$ cat src/rtl/word_serializer.sv
// Parallel-to-serial converter: sign-extends NO_CH signed words and streams them LSD first as SER_BW-bit digits.
// Optional macro SER_LAST_EN adds a registered last_out flag marking the final digit of each word.
module word_serializer #(
   parameter int NO_CH  = 10,
   parameter int BW_IN  = 12,
   parameter int SER_BW = 4
) (
   input  logic                           clk,
   input  logic                           rst,
   input  logic                           vld_in,
   output logic                           rdy_in,
   input  logic [NO_CH-1:0][BW_IN-1:0]    data_in,
   output logic                           vld_out,
   output logic [NO_CH-1:0][SER_BW-1:0]   data_out
`ifdef SER_LAST_EN
   ,
   output logic                           last_out
`endif
);

   localparam int NO_DIG    = 1 << ($clog2(BW_IN) - $clog2(SER_BW));
   localparam int PAD_BW    = NO_DIG * SER_BW;
   localparam int CNTR_SIZE = (NO_DIG > 1) ? $clog2(NO_DIG) : 1;
   localparam logic [CNTR_SIZE-1:0] LAST_DIG = CNTR_SIZE'(NO_DIG - 1);

   generate
      if ((SER_BW < 1) || ((SER_BW & (SER_BW - 1)) != 0) || (SER_BW > BW_IN)) begin : g_bad_params
         $error("word_serializer: SER_BW must be a power of two no larger than BW_IN");
      end
   endgenerate

   typedef enum logic {
      ST_IDLE,
      ST_BUSY
   } state_t;

   state_t                         state;
   state_t                         state_next;
   logic [CNTR_SIZE-1:0]           cntr;
   logic [CNTR_SIZE-1:0]           cntr_next;
   logic [NO_CH-1:0][PAD_BW-1:0]   sr;
   logic [NO_CH-1:0][PAD_BW-1:0]   sr_next;
   logic                           at_last;
   logic                           accept;

   // Ready is purely a function of state so the source may look at it before raising vld_in.
   assign at_last = (cntr == LAST_DIG);
   assign rdy_in  = (state == ST_IDLE) || at_last;
   assign accept  = vld_in && rdy_in;

   always_ff @(posedge clk) begin
      if (rst) begin
         state <= ST_IDLE;
         cntr  <= '0;
         sr    <= '0;
      end else begin
         state <= state_next;
         cntr  <= cntr_next;
         sr    <= sr_next;
      end
   end

   // An accept on the final digit reloads directly, which keeps the digit stream gap-free across words.
   always_comb begin
      state_next = state;
      cntr_next  = cntr;
      sr_next    = sr;
      if (accept) begin
         state_next = ST_BUSY;
         cntr_next  = '0;
         for (int i = 0; i < NO_CH; i++) begin
            sr_next[i] = PAD_BW'($signed(data_in[i]));
         end
      end else if (state == ST_BUSY) begin
         if (!at_last) begin
            cntr_next = cntr + CNTR_SIZE'(1);
            for (int i = 0; i < NO_CH; i++) begin
               sr_next[i] = PAD_BW'($signed(sr[i]) >>> SER_BW);
            end
         end else begin
            state_next = ST_IDLE;
            cntr_next  = '0;
            sr_next    = '0;
         end
      end
   end

   assign vld_out = (state == ST_BUSY);

   // The register is cleared when idle, so data_out reads zero without extra gating.
   always_comb begin
      data_out = '0;
      for (int i = 0; i < NO_CH; i++) begin
         data_out[i] = sr[i][SER_BW-1:0];
      end
   end

`ifdef SER_LAST_EN
   logic last_q;

   always_ff @(posedge clk) begin
      if (rst) begin
         last_q <= 1'b0;
      end else begin
         last_q <= (state_next == ST_BUSY) && (cntr_next == LAST_DIG);
      end
   end

   assign last_out = last_q;
`endif

endmodule

$ cat config.mk
export PLATFORM = sky130hd
export DESIGN_NAME = word_serializer
export DESIGN_NICKNAME = d
export VERILOG_FILES = /design/src/rtl/word_serializer.sv
export SDC_FILE = /design/constraint.sdc
export NUM_CORES = 1
export LEC_CHECK = 0
export BUFFER_PORTS_ARGS = -buffer_cell sky130_fd_sc_hd__buf_2
export CORE_UTILIZATION = 29
export DETAILED_ROUTE_END_ITERATION = 10
export SYNTH_ARGS = -nofsm -noshare
export SYNTH_HDL_FRONTEND = slang
export SYNTH_SLANG_ARGS = --single-unit
$ cat constraint.sdc
create_clock -name clk -period 2 [get_ports clk]
set_input_delay 0.2 -clock clk [delete_from_list [all_inputs] [get_ports clk]]
set_output_delay 0.2 -clock clk [all_outputs]
set_load 0.1 [all_outputs]
==> impl_results.md <==
- Clock latency on the worst-skew pair: 420 ps
- Endpoints failing setup: 0
- Clock Skew: around 12 ps
- Final antenna-violating net count: 0
- Hold Crit Start: data_in[56]
- Fmax: 549 MHz
- Worst-path maximum fanout: 12
- Worst path top cell family by delay: buffers and inverters
- Leak pwr: 0.00342 uW
- DRC: 0
- Startpoint Class: flip-flop
- Relative slew slack: just over 50%
- Layout Utilization: 36.6%
- Syn_area_per_cell: roughly 8.7 um^2
- Area grow syn2layout: 22.0%
- First-pass GRT wire length: a little under 30000 um
- Setup_tns: 0 ps
- Register area share after synthesis: between 40% and 50%
- Ports: 165
- Unique masters post-synth: 24
- RePlAce Congestion: around 0.75
- Endpoint type of the worst setup path: output pin
- Cell row count: 53
- DR WL/cell: between 15 and 20 um
- Hold Crit Class: primary input to flip-flop
- Yosys reg bits: about 130
- Mux cell area share after synthesis: less than 1%
- CP required: between 1500 and 2000 ps
- Vias per cell: approximately 5.2
- Max_cap viols: 0
- Compound-cell area share of the yosys netlist: between 20% and 30%
- Largest net degree at the start of global routing: between 60 and 70
- Critical-path top delay cell: dfxtp_1
- Syn_nets: between 800 and 900
- Critical Path AT: ~1600 ps
- Vias post-DR: approximately 6000
- Setup WS pre-CTS: 251 ps
- Setup ws final: approximately 180 ps
- RSZ-0062 raised after global routing: false
- Initial antenna violation count: 4
- Crit path cell chain: ha_1 -> nor2b_4 -> inv_4 -> buf_4 -> buf_12
- Slew Viols, Final: 0
- Fin nets: around 950
- Fin crit share: between 90 and 100%
- Iteration-0 DRC Markers: ~660
- Largest family of logic cells by synthesized area: simple AND/OR/NAND/NOR gates
- Cts bufs inserted: 17
- Die area: around 0.023 mm^2
- Final Hold Viols: 0
- Clock Pin Slew Worst Setup and Hold Paths: 60 ps
- Worst R2R Setup Slack: between 200 and 300 ps
- Vias in the first global route: approximately 5600
- Maximum vdd drop: 565 uV
- Power Density: around 1000 mW/mm^2
- Status: finished, final reports clean
- WL final: roughly 19000 um
- Fin crit period: between 1500 and 2000 ps
- WP buf/inv: 3
- Actual slew at the worst max-slew pin: between 700 and 800 ps
- Post-synth ARST share: 0%
- Yosys warns: 0
- Adder-Cell Fraction of Synth Area: less than 1%
- Clock Tree Root: clkbuf_16
- WS Path Type: flip-flop to output pin
- Die Height: 150 um
- Post-Synthesis Cell Area: about 0.0064 mm^2
- Cts hold-fix bufs: 0
- Post-Synth XOR/XNOR Area: 0%
- Simple-gate portion of the synthesized area: 25.8%
- GRT Total Usage: between 10% and 20%
- Core box area: between 0.02 and 0.025 mm^2
- Port Buf Inserts: approximately 160
- Cells after synthesis: roughly 730
- Clk sinks: roughly 130
- WHS Path Cells: 3
- Drt pass-1 iters: 7
- CP peak stage delay: between 300 and 400 ps
- WHS Endpoint: sr[72]
- Post-synth EDFFs: 0
- Initial Util: a little under a third
- Share of cells above drive strength 1: about 29%
- # H-tree levels: 4
- Die W: roughly 150 um
- FF-to-FF End: sr[103]
- Main synth FF type: dfxtp_1
- Grt total ovfl: 0
- TritonCTS clock tree: done
- CTS max path bufs: 2
- Worst Reg-to-Reg Cells: 6
- FF-to-FF Start: cntr[0]
- Final HPWL from detailed placement: about 12000 um
## sequential cells by signal, indices dropped and copies added, names as in the netlist
| signal | flops |
|---|---|
| cntr | 2 |
| vld_out | 1 |
| data_out | 40 |
| sr | 90 |
## cell usage in the layout, fill, tap and decap left out, drive strengths merged
| cell type | Yosys | routed |
|---|---|---|
| a222oi | 80 | 80 |
| buf | 87 | 191 |
| or2 | 1 | 1 |
| clkbuf | 30 | 21 |
| a32oi | 10 | 10 |
| a21oi | 10 | 10 |
| dfxtp | 133 | 133 |
| and2 | 1 | 1 |
| nand3 | 40 | 40 |
| nor2 | 134 | 134 |
| a211oi | 41 | 41 |
| or2b | 14 | 14 |
| inv | 2 | 2 |
| bufinv | 0 | 3 |
| clkinvlp | 0 | 3 |
| clkinv | 0 | 5 |
| diode | 0 | 2 |
| nor2b | 1 | 1 |
| nor3 | 80 | 80 |
| ha | 1 | 1 |
| nand2b | 66 | 66 |
| mux2i | 3 | 3 |
## per-layer routing
metal	part of all wire (%)	GRT usage (%)	vias up	wire [um]
li1	-	-	2873	-
met1	45	21.9	2765	8540
met2	47	26.5	173	8890
met3	6.5	5.00	16	1220
met4	1.0	5.96	4	188
met5	0.14	0	-	26
## timing repair
item                       in CTS  in global routing
setup endpoints to repair       1                  1
buffers inserted                1                  0
gates resized for setup         0                  2
## area by class of cell
cell class,instances,area (um^2)
Fill cell,2191,13500
Multi-Input combinational cell,482,3000
Sequential cell,133,2660
Timing Repair Buffer,191,1160
Clock buffer,21,470
Tap cell,275,344
Clock inverter,11,149
Inverter,2,11.3
Antenna cell,2,5.00
## worst reg2reg max path: stages (launching register included)
cell	delay [ps]
dfxtp_1	320
ha_1	260
nor2b_4	160
buf_4	190
buf_4	280
a21oi_1	200
a211oi_1	260
## worst max path at each step
stage                       start  endpoint  slack, ps  cells past startpoint
after global placement    cntr[0]   sr[119]        270                      5
after detailed placement  cntr[0]   sr[103]        250                      5
after floorplan           vld_out   sr[111]        180                      6
after global routing      cntr[0]    rdy_in         70                      5
after CTS                 cntr[0]    rdy_in         40                      5
final                     cntr[0]    rdy_in        180                      5
## synth_stat cells (11+ instances only)
master | number | area share (%)
dfxtp_1 | 133 | 42
nor2_1 | 133 | 7.8
a222oi_1 | 80 | 13
nor3_1 | 80 | 6.3
nand2b_1 | 66 | 6.5
buf_4 | 46 | 5.4
nand3_1 | 40 | 3.1
a211oi_1 | 33 | 3.9
clkbuf_1 | 30 | 1.8
buf_2 | 29 | 2.3
or2b_1 | 14 | 1.6
buf_6 | 11 | 1.9
## report_power, final
group          switching [uW]  internal [uW]
clock                    1230           2060
sequential                108           2860
combinational            1070            475
## kinds of logic (layout without fill, tap and decap cells)
kind of cell               after synthesis  after routing
and+or+nand+nor                        337            337
buffers and inverters                  119            225
other                                    0              2
adders and majority gates                1              1
muxes                                    3              3
DFF                                    133            133
AOI/OAI and AO/OA                      141            141
## metrics by stage
step | hold slack, ps | instance area (um^2) | std cells | total power [uW]
after global routing | 46.1 | 7790 | 1116 | 8160
final | 54.1 | 7790 | 1117 | 7810
after CTS | 27.6 | 7790 | 1115 | 7910
after floorplan | 369 | 6390 | 734 | 4260
after global placement | 466 | 7160 | 1082 | 4560
after detailed placement | 473 | 7160 | 1082 | 4570
(Power assumes the default switching activity.)
